--- src/rtl/csi2_packet_builder.sv ---
// CSI-2 packet builder: FS, one long packet per line (hdr+ECC, payload, CRC-16), FE.
// Ports: cfg_* latched at frame start, s_axis pixel bytes in, m_axis packet bytes out, err_len, frame_cnt.
module csi2_packet_builder #(
  parameter int LINES_PER_FRAME = 4,
  parameter int WC_W            = 16
) (
  input  logic            clk,
  input  logic            rst_n,
  input  logic [1:0]      cfg_vc,
  input  logic [5:0]      cfg_dt,
  input  logic [WC_W-1:0] cfg_wc,
  input  logic [7:0]      s_axis_tdata,
  input  logic            s_axis_tvalid,
  output logic            s_axis_tready,
  input  logic            s_axis_tlast,
  input  logic            s_axis_tuser,
  output logic [7:0]      m_axis_tdata,
  output logic            m_axis_tvalid,
  input  logic            m_axis_tready,
  output logic            m_axis_tlast,
  output logic            m_axis_tuser,
  output logic            err_len,
  output logic [15:0]     frame_cnt
);

  typedef enum logic [2:0] {
    IDLE, FS_HDR, LP_HDR, PAYLOAD, CRC, FE_HDR
  } state_t;

  localparam logic [15:0] LAST_LINE = 16'(LINES_PER_FRAME - 1);

  state_t          state;
  logic [WC_W-1:0] cnt;
  logic [WC_W-1:0] wc_q;
  logic [1:0]      vc_q;
  logic [5:0]      dt_q;
  logic [15:0]     line_cnt;
  logic [15:0]     crc;

  logic        ld;
  logic        hdr_last;
  logic        pay_last;
  logic        first_px;
  logic [15:0] fn_next;
  logic [15:0] wc16;

  function automatic logic [5:0] ecc6(input logic [23:0] d);
    logic [5:0] p;
    p[0] = d[0]^d[1]^d[2]^d[4]^d[5]^d[7]^d[10]^d[11]
         ^ d[13]^d[16]^d[20]^d[21]^d[22]^d[23];
    p[1] = d[0]^d[1]^d[3]^d[4]^d[6]^d[8]^d[10]^d[12]
         ^ d[14]^d[17]^d[20]^d[21]^d[22]^d[23];
    p[2] = d[0]^d[2]^d[3]^d[5]^d[6]^d[9]^d[11]^d[12]
         ^ d[15]^d[18]^d[20]^d[21]^d[22];
    p[3] = d[1]^d[2]^d[3]^d[7]^d[8]^d[9]^d[13]^d[14]
         ^ d[15]^d[19]^d[20]^d[21]^d[23];
    p[4] = d[4]^d[5]^d[6]^d[7]^d[8]^d[9]^d[16]^d[17]
         ^ d[18]^d[19]^d[20]^d[22]^d[23];
    p[5] = d[10]^d[11]^d[12]^d[13]^d[14]^d[15]^d[16]
         ^ d[17]^d[18]^d[19]^d[21]^d[22]^d[23];
    return p;
  endfunction

  function automatic logic [7:0] hdr_byte(
    input logic [7:0]  di,
    input logic [15:0] wc,
    input logic [1:0]  idx
  );
    logic [7:0] b;
    unique case (idx)
      2'd0:    b = di;
      2'd1:    b = wc[7:0];
      2'd2:    b = wc[15:8];
      default: b = {2'b00, ecc6({wc, di})};
    endcase
    return b;
  endfunction

  function automatic logic [15:0] crc_byte(
    input logic [15:0] c,
    input logic [7:0]  b
  );
    logic [15:0] r;
    logic        fb;
    r = c;
    for (int i = 0; i < 8; i++) begin
      fb = r[0] ^ b[i];
      r  = {1'b0, r[15:1]} ^ (fb ? 16'h8408 : 16'h0000);
    end
    return r;
  endfunction

  assign ld            = !m_axis_tvalid || m_axis_tready;
  assign s_axis_tready = (state == PAYLOAD) && ld;
  assign hdr_last      = (cnt[1:0] == 2'd3);
  assign pay_last      = (cnt == wc_q - WC_W'(1));
  // the tuser byte that opened the frame is legitimately the first pixel
  assign first_px     = (line_cnt == 16'd0) && (cnt == '0);
  assign fn_next       = (frame_cnt == 16'hFFFF) ? 16'd1
                                                 : frame_cnt + 16'd1;
  assign wc16          = 16'(wc_q);

  always_ff @(posedge clk or negedge rst_n) begin
    if (!rst_n) begin
      state         <= IDLE;
      cnt           <= '0;
      wc_q          <= '0;
      vc_q          <= '0;
      dt_q          <= '0;
      line_cnt      <= '0;
      crc           <= 16'hFFFF;
      frame_cnt     <= '0;
      err_len       <= 1'b0;
      m_axis_tdata  <= '0;
      m_axis_tvalid <= 1'b0;
      m_axis_tlast  <= 1'b0;
      m_axis_tuser  <= 1'b0;
    end else if (ld) begin
      m_axis_tvalid <= 1'b0;
      m_axis_tlast  <= 1'b0;
      m_axis_tuser  <= 1'b0;
      unique case (state)
        IDLE: begin
          if (s_axis_tvalid && s_axis_tuser) begin
            vc_q          <= cfg_vc;
            dt_q          <= cfg_dt;
            wc_q          <= cfg_wc;
            frame_cnt     <= fn_next;
            line_cnt      <= '0;
            cnt           <= WC_W'(1);
            m_axis_tvalid <= 1'b1;
            m_axis_tuser  <= 1'b1;
            m_axis_tdata  <= {cfg_vc, 6'h00};
            state         <= FS_HDR;
          end
        end
        FS_HDR: begin
          m_axis_tvalid <= 1'b1;
          m_axis_tlast  <= hdr_last;
          m_axis_tdata  <= hdr_byte({vc_q, 6'h00}, frame_cnt, cnt[1:0]);
          cnt           <= cnt + WC_W'(1);
          if (hdr_last) begin
            cnt   <= '0;
            state <= LP_HDR;
          end
        end
        LP_HDR: begin
          m_axis_tvalid <= 1'b1;
          m_axis_tuser  <= (cnt[1:0] == 2'd0);
          m_axis_tdata  <= hdr_byte({vc_q, dt_q}, wc16, cnt[1:0]);
          cnt           <= cnt + WC_W'(1);
          if (hdr_last) begin
            cnt   <= '0;
            crc   <= 16'hFFFF;
            state <= PAYLOAD;
          end
        end
        PAYLOAD: begin
          if (s_axis_tvalid) begin
            m_axis_tvalid <= 1'b1;
            m_axis_tdata  <= s_axis_tdata;
            crc           <= crc_byte(crc, s_axis_tdata);
            cnt           <= cnt + WC_W'(1);
            if ((s_axis_tlast != pay_last) ||
                (s_axis_tuser && !first_px))
              err_len <= 1'b1;
            if (pay_last) begin
              cnt   <= '0;
              state <= CRC;
            end
          end
        end
        CRC: begin
          m_axis_tvalid <= 1'b1;
          m_axis_tlast  <= cnt[0];
          m_axis_tdata  <= cnt[0] ? crc[15:8] : crc[7:0];
          cnt           <= cnt + WC_W'(1);
          if (cnt[0]) begin
            cnt      <= '0;
            line_cnt <= line_cnt + 16'd1;
            state    <= (line_cnt == LAST_LINE) ? FE_HDR : LP_HDR;
          end
        end
        FE_HDR: begin
          m_axis_tvalid <= 1'b1;
          m_axis_tuser  <= (cnt[1:0] == 2'd0);
          m_axis_tlast  <= hdr_last;
          m_axis_tdata  <= hdr_byte({vc_q, 6'h01}, frame_cnt, cnt[1:0]);
          cnt           <= cnt + WC_W'(1);
          if (hdr_last) begin
            cnt   <= '0;
            state <= IDLE;
          end
        end
        default: state <= IDLE;
      endcase
    end
  end

endmodule

--- config.mk ---
export PLATFORM = sky130hd
export DESIGN_NAME = csi2_packet_builder
export DESIGN_NICKNAME = d
export VERILOG_FILES = /design/src/rtl/csi2_packet_builder.sv
export SDC_FILE = /design/constraint.sdc
export NUM_CORES = 1
export LEC_CHECK = 0
export CORE_MARGIN = 3
export CORE_UTILIZATION = 29
export DETAILED_ROUTE_END_ITERATION = 8
export GPL_ROUTABILITY_DRIVEN = 0
export SLEW_MARGIN = 30
export SYNTH_ARGS = -nofsm -noshare
export SYNTH_HDL_FRONTEND = slang
export SYNTH_SLANG_ARGS = --single-unit
export TNS_END_PERCENT = 30
--- constraint.sdc ---
create_clock -name clk -period 3.5 [get_ports clk]
set_input_delay 0.7 -clock clk [delete_from_list [all_inputs] [get_ports clk]]
set_output_delay 0.7 -clock clk [all_outputs]
set_load 0.02 [all_outputs]
==> results.cfg <==
[final_layout]
mostFrequentLayoutCells = nand2_1 (131), xnor2_1 (112), dfrtp_1 (87), nor2_1 (72), clkdlybuf4s50_1 (65)
fill_cells = 2520
final_common_cell = nand2_1
syn2layout_area_growth_pct = 18.8
layout.nets = 920
n_antenna_cell = 0
fin_area_sq_mm = 0.00839
drive_gt1_frac = 0.0788
postLayoutCoreUtil = 0.354
stdcell_count = 1195

[global_routing]
antenna_found_initial = 0
grt_pass1_vias = 6115
overflow = 0
grt_start_max_net_pins = 53
grt_usage = 0.158
grt_pass1_wl_microns = 33300

[critical_path]
path_cells = inv_1 -> ha_1 -> xnor3_1 -> nand3_1 -> a2111oi_4 -> o211ai_1 -> or4_1 -> o21a_2 -> o21ai_1 -> o221ai_1
reg2reg_to = cnt[2]
criticalPathCategory = reg2reg
start_kind = flop
reg2reg_from = wc16[3]
critPathMaxFanout = 15
reg2reg_depth = 10
slowest_delay_ns = 0.48
end_kind = flop
cp.arrival_ns = 3.37
rrSetupSlack_ns = 0.36
slowest_stage = or4_1
crit_required_ns = 3.73

[cts]
htreeDepth = 3
clock-root-buffer = clkbuf_16
cts.path.max_buffers = 2
cts_setup_buffers = 0
numCtsBuffers = 9
clk_pin_slew_worst_paths_ns = 0.07
cts_tree = built
cts_resized = 0
clkLatencyLatePin_ns = 0.36
cts-hold-fix-buffers = 0
clock-sinks = 103

[yosys]
synth_top_family_by_area = simple AND/OR/NAND/NOR gates
syn_nets = 883
ys_types = 65
synth-simple-area-share = 0.203
synth_top_area_share = 0.308
synth.yosys.seq_area_share = 0.368
synth_cells = 834
async_flop_share = 1.00
synth-compound-area-share = 0.162
synth_flop_cell = dfrtp_1
synth_area_sq_mm = 0.00706
synth_edf_count = 0
ys_ff_latch = 103
synthAdderAreaFrac = 0.0195
synth_area_leaders = dfrtp_1 (31%), xnor2_1 (14%), nand2_1 (7.0%)
syn_avg_cell_area_sq_um = 8.47
synth_top_area_cell = dfrtp_1
yosys_warnings = 0
synth-xor-area-share = 0.189
synth_mux_area_frac = 0.0142

[floorplanning]
die_h_microns = 162
die_x_microns = 162
core_sq_mm = 0.0237
start_util = 0.298
dieArea_sq_mm = 0.0263
io-pin-count = 67
num_rows = 56

[flow_run]
maxCapViolations = 0

[sta]
max_slew_margin = 0.432
finalClockSkew_ns = 0.0124
setup_viol = 0
period_needed_ns = 3.14
worst_pin_slew_ns = 0.831
period_share = 0.896
report.final.slew_viol_count = 0
max_clock_freq_ghz = 0.319
setup-tns-final_ns = 0
final-hold-violation-count = 0
rsz0062_at_grt = no

[drt]
routedWlPerCell_microns = 17.0
drt-initial-drc-count = 543
dr.pass1.iters = 6
drtAntennaViolNets = 0
drc = 0
via_count = 6146
via_per_inst = 5.14
wirelength_microns = 20300

[pwr]
max-vdd-ir-drop_uv = 583
leakagePower_uw = 0.00332
p_per_area_mw_per_mm2 = 948

[place]
portBuffers = 66
placed_cell_area_sq_mm = 0.00807
hpwl_microns = 15100
placedCellCount = 1179

[worst_hold_path]
holdCritPathClass = in2async

[outcome]
status = completed
-- sequential cells by signal, indices dropped and copies added, names as in the netlist, 2 cells and up --
| register | cells |
|---|---|
| state | 3 |
| frame_cnt | 16 |
| crc | 16 |
| vc_q | 2 |
| line_cnt | 16 |
| wc16 | 16 |
| m_axis_tdata | 8 |
| cnt | 16 |
| dt_q | 6 |
-- metal layers --
| layer | track usage | part of all wire |
|---|---|---|
| met4 | 0.0481 | 0.020 |
| met1 | 0.214 | 0.46 |
| met5 | 0 | 0 |
| met3 | 0.0316 | 0.046 |
| met2 | 0.255 | 0.47 |
-- cells by family after synthesis --
family,count (synthesis)
DFF,103
adders and majority gates,11
buffers and inverters,80
AOI/OAI and AO/OA,167
muxes,10
xor gates and xnor gates,151
and+or+nand+nor,312
-- critical path: cells and delay by family (launching register included) --
kind | cells | cell delay [ns]
AOI/OAI and AO/OA | 5 | 1.24
and+or+nand+nor | 2 | 0.60
DFF | 1 | 0.44
xor gates and xnor gates | 1 | 0.38
adders and majority gates | 1 | 0.23
buffers and inverters | 1 | 0.11
-- cells in the mapped netlist, types with 7 or more instances --
cell,number
ha_1,11
nor3_1,14
o221ai_1,8
o21ai_0,38
o22a_1,7
and3_1,9
xnor2_1,112
nand2_1,131
or3_1,13
nand4_1,11
nand3_1,24
clkbuf_1,54
mux2i_1,10
xor2_1,38
nor4_1,12
a222oi_1,11
dfrtp_1,87
o211ai_1,8
inv_1,14
dfstp_2,16
nor2_1,72
a21oi_1,41
-- worst max-delay path by stage --
stage | end | slack, ns | cells past startpoint | startpoint
finish | cnt[2] | 0.36 | 10 | wc16[3]
global route | cnt[2] | 0.15 | 11 | wc16[0]
CTS | cnt[2] | 0.37 | 11 | wc16[0]
detailed placement | cnt[2] | 0.37 | 11 | wc16[0]
global placement | state[1] | 0.39 | 11 | wc16[0]
floorplan | cnt[5] | 0.63 | 12 | wc16[0]
-- stage by stage --
step                worst slack, ns  total power [uW]  hold WS, ns
floorplan                     0.626              5690        0.404
global placement              0.394              6800        0.468
detailed placement            0.373              6840        0.482
CTS                           0.365              7990        0.417
global route                  0.149              8560        0.444
finish                        0.363              7960        0.398
-- cell type report --
class / count / area [sq um] / share of cell area
well taps: 319 / 399 / 0.0475
multi-input cells: 651 / 4160 / 0.495
flip-flops and latches: 103 / 2600 / 0.309
repair buffers: 91 / 858 / 0.102
inverters: 15 / 56.3 / 0.00671
clock inverters: 5 / 81.3 / 0.00969
clock buffers: 11 / 243 / 0.0289
-- power breakdown --
group          switching [uW]  internal (uW)  total (uW)
clock network             474            648        1120
registers                 617           1610        2230
logic                    2430           2180        4610
Power figures use the tool's default switching activity.
